**src/rtl/cache_wb_buffer_if.sv**
```systemverilog
// rtl/cache_wb_buffer_if.sv - write-back buffer bus bundle: eviction push, fill lookup, RAM write port
interface cache_wb_buffer_if #(
    parameter int ADDR_W = 5,
    parameter int DATA_W = 8
);
    logic              wb_valid;
    logic [ADDR_W-1:0] wb_addr;
    logic [DATA_W-1:0] wb_data;
    logic              wb_ready;

    logic              lk_valid;
    logic [ADDR_W-1:0] lk_addr;
    logic              lk_hit;
    logic [DATA_W-1:0] lk_data;

    logic [ADDR_W-1:0] ram_addr;
    logic [DATA_W-1:0] ram_data;
    logic              ram_wren;

    modport master (
        output wb_valid, wb_addr, wb_data, lk_valid, lk_addr,
        input  wb_ready, lk_hit, lk_data, ram_addr, ram_data, ram_wren
    );

    modport slave (
        input  wb_valid, wb_addr, wb_data, lk_valid, lk_addr,
        output wb_ready, lk_hit, lk_data, ram_addr, ram_data, ram_wren
    );
endinterface

```
**src/rtl/cache_wb_buffer.sv**
```systemverilog
// rtl/cache_wb_buffer.sv - 4-entry coalescing write-back buffer with miss-fill forwarding
module cache_wb_buffer (
    input  logic               clk_i,
    input  logic               rst_ni,
    cache_wb_buffer_if.slave   bus,
    output logic [2:0]         count_o,
    output logic               busy_o
);
    localparam int DEPTH  = 4;
    localparam int ADDR_W = 5;
    localparam int DATA_W = 8;

    typedef enum logic {S_IDLE = 1'b0, S_WRITE = 1'b1} state_t;

    state_t            state_q, state_d;
    logic [DEPTH-1:0]  valid_q, valid_d;
    logic [ADDR_W-1:0] addr_q [DEPTH];
    logic [ADDR_W-1:0] addr_d [DEPTH];
    logic [DATA_W-1:0] data_q [DEPTH];
    logic [DATA_W-1:0] data_d [DEPTH];
    logic [1:0]        head_q, head_d;
    logic [1:0]        tail_q, tail_d;
    logic [2:0]        count_q, count_d;

    logic [ADDR_W-1:0] ram_addr_q, ram_addr_d;
    logic [DATA_W-1:0] ram_data_q, ram_data_d;
    logic              ram_wren_q, ram_wren_d;
    logic              lk_hit_q, lk_hit_d;
    logic [DATA_W-1:0] lk_data_q, lk_data_d;

    logic              wb_ready;
    logic              push_ok;
    logic              co_hit;
    logic [1:0]        co_idx;
    logic              alloc;
    logic              pop;
    logic [1:0]        lk_idx;

    assign wb_ready     = (count_q < 3'd4);
    assign bus.wb_ready = wb_ready;
    assign bus.ram_addr = ram_addr_q;
    assign bus.ram_data = ram_data_q;
    assign bus.ram_wren = ram_wren_q;
    assign bus.lk_hit   = lk_hit_q;
    assign bus.lk_data  = lk_data_q;
    assign count_o      = count_q;
    assign busy_o       = (count_q != 3'd0) || (state_q == S_WRITE);

    // Drain FSM: load the head into the RAM port, then retire it one cycle later.
    always_comb begin
        state_d    = state_q;
        ram_wren_d = 1'b0;
        ram_addr_d = ram_addr_q;
        ram_data_d = ram_data_q;
        pop        = 1'b0;
        case (state_q)
            S_IDLE: begin
                if (count_q != 3'd0) begin
                    ram_wren_d = 1'b1;
                    ram_addr_d = addr_q[head_q];
                    ram_data_d = data_q[head_q];
                    state_d    = S_WRITE;
                end
            end
            S_WRITE: begin
                pop     = 1'b1;
                state_d = S_IDLE;
            end
            default: state_d = S_IDLE;
        endcase
    end

    // The head is excluded from coalescing because it may already be latched into the RAM port.
    always_comb begin
        valid_d = valid_q;
        addr_d  = addr_q;
        data_d  = data_q;
        head_d  = head_q;
        tail_d  = tail_q;
        push_ok = bus.wb_valid && wb_ready;
        co_hit  = 1'b0;
        co_idx  = 2'd0;
        for (int i = 0; i < DEPTH; i++) begin
            if (valid_q[i] && (addr_q[i] == bus.wb_addr) && (2'(i) != head_q)) begin
                co_hit = 1'b1;
                co_idx = 2'(i);
            end
        end
        alloc = push_ok && !co_hit;

        if (push_ok && co_hit) begin
            data_d[co_idx] = bus.wb_data;
        end
        if (alloc) begin
            valid_d[tail_q] = 1'b1;
            addr_d[tail_q]  = bus.wb_addr;
            data_d[tail_q]  = bus.wb_data;
            tail_d          = tail_q + 2'd1;
        end
        if (pop) begin
            valid_d[head_q] = 1'b0;
            head_d          = head_q + 2'd1;
        end
        count_d = count_q + {2'b00, alloc} - {2'b00, pop};
    end

    // Walk oldest to youngest so the last match wins; pre-edge contents only.
    always_comb begin
        lk_hit_d  = 1'b0;
        lk_data_d = '0;
        lk_idx    = 2'd0;
        if (bus.lk_valid) begin
            for (int i = 0; i < DEPTH; i++) begin
                lk_idx = head_q + 2'(i);
                if (valid_q[lk_idx] && (addr_q[lk_idx] == bus.lk_addr)) begin
                    lk_hit_d  = 1'b1;
                    lk_data_d = data_q[lk_idx];
                end
            end
        end
    end

    always_ff @(posedge clk_i or negedge rst_ni) begin
        if (!rst_ni) begin
            state_q    <= S_IDLE;
            valid_q    <= '0;
            head_q     <= '0;
            tail_q     <= '0;
            count_q    <= '0;
            ram_addr_q <= '0;
            ram_data_q <= '0;
            ram_wren_q <= 1'b0;
            lk_hit_q   <= 1'b0;
            lk_data_q  <= '0;
            for (int i = 0; i < DEPTH; i++) begin
                addr_q[i] <= '0;
                data_q[i] <= '0;
            end
        end else begin
            state_q    <= state_d;
            valid_q    <= valid_d;
            head_q     <= head_d;
            tail_q     <= tail_d;
            count_q    <= count_d;
            ram_addr_q <= ram_addr_d;
            ram_data_q <= ram_data_d;
            ram_wren_q <= ram_wren_d;
            lk_hit_q   <= lk_hit_d;
            lk_data_q  <= lk_data_d;
            for (int i = 0; i < DEPTH; i++) begin
                addr_q[i] <= addr_d[i];
                data_q[i] <= data_d[i];
            end
        end
    end
endmodule
```
**src/flat_wrapper.sv**
```systemverilog
// flat-port wrapper written by rule: the top's interface ports become plain ports
module cache_wb_buffer_flat 
  (clk_i, rst_ni, count_o, busy_o, bus_wb_valid, bus_wb_addr, bus_wb_data, bus_lk_valid, bus_lk_addr, bus_wb_ready, bus_lk_hit, bus_lk_data, bus_ram_addr, bus_ram_data, bus_ram_wren);
  cache_wb_buffer_if bus_i ();
  input  logic clk_i;
  input  logic rst_ni;
  output logic [2:0] count_o;
  output logic busy_o;
  input wire logic [$bits(bus_i.wb_valid)-1:0] bus_wb_valid;
  input wire logic [$bits(bus_i.wb_addr)-1:0] bus_wb_addr;
  input wire logic [$bits(bus_i.wb_data)-1:0] bus_wb_data;
  input wire logic [$bits(bus_i.lk_valid)-1:0] bus_lk_valid;
  input wire logic [$bits(bus_i.lk_addr)-1:0] bus_lk_addr;
  output wire logic [$bits(bus_i.wb_ready)-1:0] bus_wb_ready;
  output wire logic [$bits(bus_i.lk_hit)-1:0] bus_lk_hit;
  output wire logic [$bits(bus_i.lk_data)-1:0] bus_lk_data;
  output wire logic [$bits(bus_i.ram_addr)-1:0] bus_ram_addr;
  output wire logic [$bits(bus_i.ram_data)-1:0] bus_ram_data;
  output wire logic [$bits(bus_i.ram_wren)-1:0] bus_ram_wren;
  assign bus_i.wb_valid = bus_wb_valid;
  assign bus_i.wb_addr = bus_wb_addr;
  assign bus_i.wb_data = bus_wb_data;
  assign bus_i.lk_valid = bus_lk_valid;
  assign bus_i.lk_addr = bus_lk_addr;
  assign bus_wb_ready = bus_i.wb_ready;
  assign bus_lk_hit = bus_i.lk_hit;
  assign bus_lk_data = bus_i.lk_data;
  assign bus_ram_addr = bus_i.ram_addr;
  assign bus_ram_data = bus_i.ram_data;
  assign bus_ram_wren = bus_i.ram_wren;
  cache_wb_buffer u_core (.clk_i(clk_i), .rst_ni(rst_ni), .bus(bus_i), .count_o(count_o), .busy_o(busy_o));
endmodule
```
**config.mk**
```make
export PLATFORM = sky130hd
export DESIGN_NAME = cache_wb_buffer_flat
export DESIGN_NICKNAME = d
export VERILOG_FILES = /design/src/rtl/cache_wb_buffer_if.sv /design/src/rtl/cache_wb_buffer.sv /design/src/flat_wrapper.sv
export SDC_FILE = /design/constraint.sdc
export NUM_CORES = 1
export LEC_CHECK = 0
export BUFFER_PORTS_ARGS = -buffer_cell sky130_fd_sc_hd__buf_2
export CAP_MARGIN = 20
export CORE_MARGIN = 8
export CORE_UTILIZATION = 55
export CTS_CLUSTER_DIAMETER = 200
export DETAILED_ROUTE_END_ITERATION = 16
export PLACE_DENSITY = 0.75
export SETUP_SLACK_MARGIN = 0.3
export SYNTH_ARGS = -nofsm -noshare
export SYNTH_HDL_FRONTEND = slang
export SYNTH_SLANG_ARGS = --single-unit
```
**constraint.sdc**
```tcl
create_clock -name clk_i -period 8.2 [get_ports clk_i]
set_input_delay 2.46 -clock clk_i [delete_from_list [all_inputs] [get_ports clk_i]]
set_output_delay 2.46 -clock clk_i [all_outputs]
set_load 0.03 [all_outputs]
```
==> results.py, run 1 <==
metrics = {
    "synthesis": {
        "seq_area_frac_synth_pct": 38.4,
        "ys_top_cells_by_area": "dfrtp_1 38%, mux2_2 14%, mux4_2 12%",
        "synthArstFlopShare_pct": 100,
        "synth-seq-cells": 86,
        "synth_top_area_share_pct": 38.4,
        "synth_cell_types": 46,
        "synth_fp_nets": 493,
        "synthesis.area_um2": 5600,
        "synth_area_leader_cell": "dfrtp_1",
        "synth_cells": 460,
        "ys_warn_count": 0,
        "ys.flop_type": "dfrtp_1",
        "syn_avg_cell_area_um2": 12.2,
        "synth-edff-count": 0,
    },
    "cells_and_area": {
        "stdcell_count": 636,
        "n_antenna_cell": 0,
        "area_delta_synth_final_pct": 8.85,
        "nets": 529,
        "layout-drive-gt1-share_pct": 35.2,
        "fill_cells": 830,
        "final_core_util_pct": 60.4,
    },
    "run": {
        "maxCapViolations": 0,
    },
    "clock_tree": {
        "clock_latency_ns": 0.36,
        "path_clk_slew_ns": 0.09,
        "htreeDepth": 3,
        "ctsHoldBuffers": 0,
        "numClockSinks": 86,
        "cts-root-buf": "clkbuf_8",
        "cts_buffers": 9,
        "cts_tree": "built",
        "post_cts_buffers": 0,
        "cts_buffer_depth": 2,
        "cts-resized-gates": 0,
    },
    "worst_setup_path": {
        "cp-start-kind": "primary input",
        "critPathCaptureType": "flip-flop",
        "required_ns": 8.51,
        "cp_max_fo": 12,
        "crit_type": "in2reg",
        "cp_data_arrival_time_ns": 4.77,
    },
    "place": {
        "placed_cells": 619,
        "dp_slack_ns": 3.45,
        "io_buffers": 49,
        "gp_congestion": 0.886,
        "post-dp-hpwl_mm": 8.94,
    },
    "floorplanning": {
        "io_pins": 50,
        "start_util_pct": 55.5,
        "core_area_um2": 10100,
        "die_width_um": 117,
        "dieArea_um2": 13700,
        "rows": 37,
        "fp.dieH_um": 117,
    },
    "sta": {
        "max_freq_mhz": 224,
        "fin_tns_setup_ns": 0,
        "rsz0062_at_grt": "no",
        "tightest_slew_ns": 1.02,
        "whs_ns": 0.507,
        "maxSlewViolCount": 0,
        "finalSetupViolations": 0,
        "clock_skew_ns": 0.0134,
        "post-route-period-util_pct": 54.4,
        "slew_headroom_pct": 31.6,
        "hold_viol": 0,
        "post-route-worst-setup-slack_ns": 3.74,
        "min_period_ns": 4.46,
    },
    "detailed_routing": {
        "wl_per_cell_um": 19.8,
        "num_vias": 3889,
        "vias_per_cell": 6.11,
        "drc": 0,
        "drtPass1Iterations": 5,
        "wl_mm": 12.6,
        "ant_nets": 0,
        "drt-initial-drc-count": 315,
    },
    "global_route": {
        "grtUsageTotal_pct": 20.1,
        "grt_pass1_vias": 3916,
        "grt_max_degree": 87,
        "globalRouteOverflowTotal": 0,
        "antenna_found_initial": 0,
        "grt_pass1_wl_mm": 20.9,
    },
    "pwr": {
        "vdd_drop_max_v": 0.000275,
        "p_per_area_nw_per_um2": 463,
        "power.leakage_nw": 2.63,
    },
    "outcome": {
        "status": "finished, final reports clean",
    },
    "min_path": {
        "hp-class": "reg2reg",
    },
}
-- power by group --
part	switching, mW	total [mW]	leakage (nW)	internal [mW]
clock	0.154	0.263	0.0825	0.109
sequential	0.249	0.877	1.05	0.628
combinational	0.824	1.68	1.49	0.856
-- metal layers --
layer / global-route usage, % / part of all wire, % / up-vias
met1: 27.7 / 45 / 1967
li1: - / - / 1767
met5: 0 / 0 / -
met2: 30.6 / 46 / 138
met3: 4.98 / 7.4 / 17
met4: 5.89 / 1.5 / 0
-- final cells by class --
class | count | area [µm²] | area share (%)
well taps | 136 | 170 | 2.79
flip-flops and latches | 86 | 2150 | 35.3
clock buffers | 10 | 128 | 2.09
inverters | 15 | 56.3 | 0.924
multi-input cells | 329 | 3240 | 53.1
repair buffers | 55 | 317 | 5.19
clock inverters | 5 | 35.0 | 0.575
-- critical path, stage by stage --
cell and delay [ns]:
buf_2 0.16, xor2_1 0.18, nor4_1 0.40, nand4b_1 0.21
and3_1 0.21, and2_1 0.33, ha_1 0.28, inv_1 0.06
fa_1 0.41, inv_1 0.06
-- through the flow --
step                instance area [µm²]  total power [mW]
global route                       6090              3.02
floorplan                          5600              2.21
detailed placement                 5890              2.55
finish                             6090              2.82
CTS                                6060              2.82
global placement                   5890              2.49
-- registers in the layout, summed over array words and instances, names as in the netlist --
signal and cells:
u_core.bus.lk_hit 1, u_core.bus.lk_data 8, u_core.count_o 3, u_core.tail_q 2, u_core.valid_q 4, u_core.bus.ram_addr 5
u_core.addr_q 20, u_core.bus.ram_wren 1, u_core.data_q 32, u_core.head_q 2, u_core.bus.ram_data 8
-- placed cells by master, fill, tap and decap left out, types with 2 or more instances in the layout --
cell      Yosys  layout
and2_1        4       4
a211oi_1      8       8
nand4_1       3       3
a21oi_1      12      12
nor2b_1       2       2
buf_2        12      48
nand3_1       5       5
dfrtp_1      86      85
nor2_1       20      20
inv_1        14      14
o21ai_0       3       3
clkbuf_8      0       9
nand4b_1      4       4
o32ai_1       6       6
xnor2_1      25      25
clkinv_2      0       2
nor3_1        4       4
mux4_2       29      29
nor4_1        4       4
ha_1         10       9
mux2i_1      44      44
o31ai_1       3       3
and3_1        3       3
o22a_1        8       8
xor2_1       26      26
buf_4         2       5
mux2_2       68      68
nand2_1      16      16
o22ai_1       3       3
nand2b_1      5       5
-- cells in the mapped netlist, types with 2 or more instances --
cell       n
o32ai_1    6
nor2_1    20
buf_2     12
mux4_2    29
a21oi_1   12
buf_1      2
nor4_1     4
o21ai_0    3
o22ai_1    3
nor3_1     4
mux2_2    68
nand4_1    3
o22a_1     8
xnor2_1   25
nor2b_1    2
nand2b_1   5
and2_1     4
nand2_1   16
nand4b_1   4
ha_1      10
inv_1     14
clkbuf_1  11
o31ai_1    3
a211oi_1   8
buf_6      3
buf_4      2
xor2_1    26
dfrtp_1   86
and3_1     3
mux2i_1   44
nand3_1    5
-- cell families after synthesis --
kind of cell             Yosys count  synth area share (%)
multiplexers                     142                  33.5
flip-flops                        86                  38.4
AND/OR/NAND/NOR                   74                  6.73
AO/OA/AOI/OAI                     51                  6.99
XOR/XNOR                          51                  7.98
buffers and inverters             45                  3.82
adder cells (fa/ha/maj)           11                  2.59
-- path summary, 6_finish.rpt --
check,slack (ns),depth (start not counted),startpoint,to
min in group asynchronous,1.99,1,rst_ni,u_core.bus.ram_wren$_DFF_PN0_
worst min-delay path,0.51,1,u_core.bus.ram_data[1]$_DFFE_PN0P_,u_core.bus.ram_data[1]$_DFFE_PN0P_
worst max-delay path,3.74,10,bus_wb_addr[4],u_core.count_o[1]$_DFF_PN0_
worst max register to register,3.88,10,u_core.head_q[0]$_DFFE_PN0P_,u_core.bus.lk_data[7]$_DFF_PN0_
worst min register to register,0.51,1,u_core.bus.ram_data[1]$_DFFE_PN0P_,u_core.bus.ram_data[1]$_DFFE_PN0P_
max in group asynchronous,5.58,2,rst_ni,u_core.valid_q[0]$_DFF_PN0_
Note: power is estimated with default switching activity, not from simulation.
==> run 2: changes to the inputs <==
--- a/config.mk
+++ b/config.mk
@@ -5,13 +5,14 @@
 export SDC_FILE = /design/constraint.sdc
 export NUM_CORES = 1
 export LEC_CHECK = 0
+export ABC_AREA = 1
 export BUFFER_PORTS_ARGS = -buffer_cell sky130_fd_sc_hd__buf_2
 export CAP_MARGIN = 20
 export CORE_MARGIN = 8
 export CORE_UTILIZATION = 55
 export CTS_CLUSTER_DIAMETER = 200
 export DETAILED_ROUTE_END_ITERATION = 16
-export PLACE_DENSITY = 0.75
+export PLACE_DENSITY = 0.74
 export SETUP_SLACK_MARGIN = 0.3
 export SYNTH_ARGS = -nofsm -noshare
 export SYNTH_HDL_FRONTEND = slang
==> constraint.sdc (replaced) <==
create_clock -name clk_i -period 4.3 [get_ports clk_i]
set_input_delay 1.29 -clock clk_i [delete_from_list [all_inputs] [get_ports clk_i]]
set_output_delay 1.29 -clock clk_i [all_outputs]
set_load 0.03 [all_outputs]
==> results.py, run 2 <==
metrics = {
    "place": {
        "gp_congestion": 0.899,
        "io_buffers": 49,
        "post-dp-hpwl_mm": 10.8,
    },
    "synthesis": {
        "synth-seq-cells": 86,
        "synth_compound_area_share_pct": 11.6,
        "synthXorXnorAreaFrac_pct": 1.63,
        "syn_avg_cell_area_um2": 6.89,
        "synth_area_leader_cell": "dfrtp_1",
        "synth-edff-count": 0,
        "synth_fa_ha_area_share_pct": 2.46,
        "synth_cells": 857,
        "synthTopCellsByCount": "326 x nand2_1, 86 x dfrtp_1, 85 x nand3_1",
        "synthArstFlopShare_pct": 100,
        "ys.flop_type": "dfrtp_1",
        "yosysMostFrequentCell": "nand2_1",
        "synthesis.area_um2": 5900,
        "synth_cell_types": 46,
        "synth-simple-area-share_pct": 38.9,
        "seq_area_frac_synth_pct": 36.5,
        "synth_mux_area_share_pct": 0.170,
        "synth_fp_nets": 890,
        "ys_warn_count": 0,
        "synth_top_family_by_area": "simple AND/OR/NAND/NOR gates",
        "ys_top_cells_by_area": "dfrtp_1 36%, nand2_1 21%, nand3_1 7.2%",
        "synth_top_area_share_pct": 36.5,
    },
    "clock_tree": {
        "cts_tree": "built",
        "cts_buffers": 9,
        "htreeDepth": 3,
        "cts_buffer_depth": 2,
        "cts-resized-gates": 0,
        "path_clk_slew_ns": 0.09,
        "clock_latency_ns": 0.37,
        "post_cts_buffers": 0,
        "numClockSinks": 86,
        "cts-root-buf": "clkbuf_8",
        "ctsHoldBuffers": 0,
    },
    "sta": {
        "tightest_slew_ns": 0.639,
        "finalSetupViolations": 0,
        "clock_skew_ns": 0.0147,
        "rsz0062_at_grt": "no",
        "hold_viol": 0,
        "fin_tns_setup_ns": 0,
        "slew_headroom_pct": 57.4,
        "post-route-period-util_pct": 72.4,
        "max_freq_mhz": 321,
        "maxSlewViolCount": 0,
        "min_period_ns": 3.11,
    },
    "floorplanning": {
        "core_area_um2": 10700,
        "start_util_pct": 55.4,
        "dieArea_um2": 14300,
        "rows": 38,
        "die_width_um": 120,
        "io_pins": 50,
        "fp.dieH_um": 120,
    },
    "cells_and_area": {
        "area_delta_synth_final_pct": 7.38,
        "largest_reg_flops": 32,
        "multi_input_area_um2": 3230,
        "n_antenna_cell": 0,
        "top_register": "u_core.data_q",
        "fill_cells": 986,
        "layout-drive-gt1-share_pct": 14.2,
        "nets": 915,
        "reg_top3": "u_core.data_q: 32 flops, u_core.addr_q: 20 flops",
        "final_common_cell": "nand2_1",
        "seqCellArea_um2": 2150,
        "final_cell_mix": "326 x nand2_1, 85 x nand3_1, 85 x dfrtp_1",
    },
    "worst_setup_path": {
        "crit_type": "reg2reg",
        "rrSetupSlack_ns": 1.19,
        "cp_max_fo": 30,
        "critPathCaptureType": "flip-flop",
        "cp_data_arrival_time_ns": 3.38,
        "required_ns": 4.56,
        "cp-start-kind": "flip-flop",
    },
    "detailed_routing": {
        "routed-wl-met2_mm": 6.12,
        "drtPass1Iterations": 6,
        "ant_nets": 0,
        "vias_per_cell": 5.33,
        "num_vias": 5478,
        "dr_wl_met3_um": 945,
        "dr.max_layer_used": "met4",
        "drc": 0,
        "m1WireLength_mm": 7.20,
        "wl_mm": 14.4,
        "drt-initial-drc-count": 374,
        "wl_per_cell_um": 14.1,
    },
    "pwr": {
        "seq_power_share_pct": 29.8,
        "p_int_mw": 2.50,
        "vdd_drop_max_v": 0.000421,
        "power.leakage_nw": 3.34,
        "p_clk_share_pct": 12.1,
        "p_switching_mw": 2.78,
        "total_power_mw": 5.28,
        "pwr-share-comb_pct": 58.1,
        "p_per_area_nw_per_um2": 833,
        "swShare_pct": 52.7,
    },
    "global_route": {
        "grt_pass1_wl_mm": 24.0,
        "grtUsageTotal_pct": 20.3,
        "grt_max_degree": 87,
        "grt_pass1_vias": 4838,
        "globalRouteOverflowTotal": 0,
        "antenna_found_initial": 0,
    },
    "outcome": {
        "status": "finished, final reports clean",
    },
    "min_path": {
        "hp-class": "reg2reg",
    },
    "run": {
        "maxCapViolations": 0,
    },
}
run 2: cell types whose count changed after synthesis, moves of 29 or more:
| cell | delta |
|---|---|
| nand2_1 | +310 |
| nand3_1 | +80 |
| o21ai_0 | +75 |
| mux2_2 | -68 |
| inv_1 | +43 |
| mux2i_1 | -43 |
| nor2_1 | +31 |
| mux4_2 | -29 |
run 2: critical path, stage by stage (launching register included):
cell	delay [ns]
dfrtp_1	0.68
inv_1	0.40
ha_1	0.43
buf_4	0.31
nand3_1	0.15
nand3_1	0.10
nand2_1	0.07
nor2_1	0.09
nand3b_1	0.16
nor2_4	0.39
nand2_1	0.10
nand2_1	0.09
a21oi_2	0.03
run 2: cell families after synthesis:
kind of cell             after synthesis
AND/OR/NAND/NOR                      517
AO/OA/AOI/OAI                        125
buffers and inverters                106
flip-flops                            86
XOR/XNOR                              11
adder cells (fa/ha/maj)               11
multiplexers                           1
run 2: power by group through the flow:
stage | sequential (mW) | clock (mW) | combinational (mW)
2_1_floorplan | 1.59 | 0 | 2.39
3_3_place_gp | 1.56 | 0 | 2.95
3_5_place_dp | 1.57 | 0 | 3.03
4_1_cts | 1.56 | 0.652 | 3.05
5_1_grt | 1.62 | 0.678 | 3.50
6_report | 1.57 | 0.639 | 3.07
run 2: final cells by class:
class                   instances  share of cell area, %
clock buffers                   9                   1.95
clock inverters                 7                   1.54
inverters                      67                   4.09
multi-input cells             665                   51.0
flip-flops and latches         86                   34.0
well taps                     140                   2.76
repair buffers                 53                   4.70
run 2: per-layer routing:
layer / up-vias / GRT usage, %
li1: 2806 / -
met1: 2480 / 30.6
met2: 172 / 29.1
met3: 20 / 2.87
met4: 0 / 6.40
met5: - / 0
run 2: metrics by stage:
| step | hold WS, ns | util, % | instances | instance area, µm² | worst slack, ns |
|---|---|---|---|---|---|
| floorplan | 0.476 | - | 857 | 5900 | 1.09 |
| global placement | 0.458 | 57.2 | 1010 | 6090 | 0.886 |
| detailed placement | 0.463 | 57.2 | 1010 | 6090 | 0.838 |
| CTS | 0.486 | 59.2 | 1026 | 6310 | 1.19 |
| global route | 0.522 | 59.5 | 1027 | 6340 | 0.824 |
| finish | 0.480 | 59.5 | 1027 | 6340 | 1.19 |
run 2: path summary, 6_finish.rpt:
path | from | to | depth (start not counted)
worst max-delay path | u_core.head_q[1]$_DFFE_PN0P_ | u_core.bus.lk_data[1]$_DFF_PN0_ | 12
worst min-delay path | u_core.bus.ram_data[4]$_DFFE_PN0P_ | u_core.bus.ram_data[4]$_DFFE_PN0P_ | 2
worst max register to register | u_core.head_q[1]$_DFFE_PN0P_ | u_core.bus.lk_data[1]$_DFF_PN0_ | 12
worst min register to register | u_core.bus.ram_data[4]$_DFFE_PN0P_ | u_core.bus.ram_data[4]$_DFFE_PN0P_ | 2
max in group asynchronous | rst_ni | u_core.data_q[11]$_DFF_PN0_ | 2
min in group asynchronous | rst_ni | u_core.bus.ram_addr[3]$_DFFE_PN0P_ | 1
==> run 3: changes to the inputs <==
--- a/config.mk
+++ b/config.mk
@@ -12,7 +12,7 @@
 export CORE_UTILIZATION = 55
 export CTS_CLUSTER_DIAMETER = 200
 export DETAILED_ROUTE_END_ITERATION = 16
-export PLACE_DENSITY = 0.74
+export PLACE_DENSITY = 0.77
 export SETUP_SLACK_MARGIN = 0.3
 export SYNTH_ARGS = -nofsm -noshare
 export SYNTH_HDL_FRONTEND = slang
==> constraint.sdc (replaced) <==
create_clock -name clk_i -period 2.7 [get_ports clk_i]
set_input_delay 0.81 -clock clk_i [delete_from_list [all_inputs] [get_ports clk_i]]
set_output_delay 0.81 -clock clk_i [all_outputs]
set_load 0.03 [all_outputs]
==> results.py, run 3 (same netlist as run 2, synthesis figures left out) <==
metrics = {
    "detailed_routing": {
        "drc": 0,
        "drt-initial-drc-count": 540,
        "vias_per_cell": 5.23,
        "drtPass1Iterations": 5,
        "num_vias": 5499,
        "wl_per_cell_um": 13.9,
        "wl_mm": 14.6,
        "ant_nets": 0,
    },
    "clock_tree": {
        "clock_latency_ns": 0.38,
        "htreeDepth": 3,
        "cts_buffer_depth": 2,
        "numClockSinks": 86,
        "cts_buffers": 9,
        "cts-root-buf": "clkbuf_8",
        "path_clk_slew_ns": 0.10,
        "ctsHoldBuffers": 0,
        "cts_tree": "built",
    },
    "pwr": {
        "p_switching_mw": 4.57,
        "swShare_pct": 53.0,
        "p_clk_share_pct": 10.3,
        "pwr-share-comb_pct": 61.9,
        "p_per_area_nw_per_um2": 1310,
        "p_int_mw": 4.06,
        "vdd_drop_max_v": 0.000744,
        "power.leakage_nw": 3.46,
        "total_power_mw": 8.64,
        "seq_power_share_pct": 27.8,
    },
    "worst_setup_path": {
        "cp_data_arrival_time_ns": 1.53,
        "cp_max_fo": 4,
        "cp-start-kind": "flip-flop",
        "critPathCaptureType": "primary output",
        "required_ns": 1.89,
        "crit_type": "reg2out",
    },
    "global_route": {
        "globalRouteOverflowTotal": 0,
        "grtUsageTotal_pct": 20.4,
        "grt_pass1_vias": 4813,
        "use_met2_pct": 30.1,
        "grt_max_degree": 49,
        "use_met3_pct": 4.46,
        "grtUsageMet1_pct": 29.6,
        "grt_pass1_wl_mm": 23.9,
        "antenna_found_initial": 0,
        "busiest_layer": "met2",
    },
    "cells_and_area": {
        "final_cell_mix": "325 x nand2_1, 84 x nand3_1, 84 x dfrtp_1",
        "area_delta_synth_final_pct": 12.2,
        "top_register": "u_core.data_q",
        "final_common_cell": "nand2_1",
        "stdcell_count": 1051,
        "nets": 939,
        "reg_top3": "u_core.data_q: 32 flops, u_core.addr_q: 20 flops",
        "final_core_util_pct": 62.1,
        "fin_area_um2": 6620,
        "largest_reg_flops": 32,
        "layout-drive-gt1-share_pct": 18.1,
        "n_antenna_cell": 0,
    },
    "run": {
        "maxCapViolations": 0,
    },
    "sta": {
        "post-route-worst-setup-slack_ns": 0.364,
        "post-route-period-util_pct": 86.5,
        "max_freq_mhz": 428,
        "rsz0062_at_grt": "no",
        "min_period_ns": 2.34,
        "hold_viol": 0,
        "clock_skew_ns": 0.00842,
        "tightest_slew_ns": 0.448,
        "slew_headroom_pct": 69.9,
        "finalSetupViolations": 0,
        "maxSlewViolCount": 0,
    },
    "place": {
        "dp_slack_ns": -0.00385,
        "post_dp_cell_area_um2": 6350,
        "io_buffers": 49,
        "gp_congestion": 0.904,
        "placed_cells": 1029,
        "post-dp-hpwl_mm": 11.2,
    },
    "floorplanning": {
        "start_util_pct": 55.4,
        "rows": 38,
        "dieArea_um2": 14300,
        "fp.dieH_um": 120,
        "io_pins": 50,
        "core_area_um2": 10700,
        "die_width_um": 120,
    },
    "outcome": {
        "status": "finished, final reports clean",
    },
    "min_path": {
        "hp-class": "in2async",
    },
}
[run 3: critical path, cell delays in order, from the launching register on]
cell	delay, ns
dfrtp_1	0.43
or4_1	0.53
buf_2	0.19
[run 3: cell type report]
class                      count  area, µm²
multi-input combinational    666       3310
timing repair buffer          76        524
clock buffer                   9        124
inverter                      67        277
sequential                    86       2150
tap                          140        175
clock inverter                 7       56.3
fill                         994       4030
[run 3: final timing paths]
kind	end	slack [ns]	cells after the start	start
max in group asynchronous	u_core.bus.lk_data[3]$_DFF_PN0_	1.73	2	rst_ni
worst min-delay path	u_core.addr_q[6]$_DFFE_PN0P_	0.30	1	rst_ni
min in group clk_i	u_core.bus.ram_data[1]$_DFFE_PN0P_	0.48	2	u_core.bus.ram_data[1]$_DFFE_PN0P_
worst max register to register	u_core.count_o[2]$_DFF_PN0_	0.45	15	u_core.head_q[0]$_DFFE_PN0P_
worst min register to register	u_core.bus.ram_data[1]$_DFFE_PN0P_	0.48	2	u_core.bus.ram_data[1]$_DFFE_PN0P_
worst max-delay path	busy_o	0.36	2	u_core.count_o[2]$_DFF_PN0_
[run 3: stage by stage]
stage	setup TNS, ns	hold WS (ns)
floorplan	0	0.476
global placement	0	0.459
detailed placement	-0.00385	0.460
CTS	0	0.298
global route	0	0.311
finish	0	0.304
[run 3: power groups by stage]
| stage | Combinational, mW | Sequential (mW) | Clock [mW] |
|---|---|---|---|
| global placement | 5.04 | 2.41 | 0 |
| CTS | 5.16 | 2.41 | 0.902 |
| detailed placement | 5.13 | 2.43 | 0 |
| global route | 6.07 | 2.46 | 0.961 |
| finish | 5.35 | 2.40 | 0.891 |
| floorplan | 3.91 | 2.53 | 0 |
[run 3: routing by layer]
layer / wire length [µm] / vias to the layer above
li1: - / 2852
met1: 7090 / 2487
met2: 6360 / 146
met3: 979 / 14
met4: 187 / 0
met5: 0 / -
[run 3: what timing repair did]
action,CTS,global route
pin swaps,1,4
gates cloned,0,1
endpoints found under the setup margin,8,40
resized for setup,1,10
buffers inserted,1,4
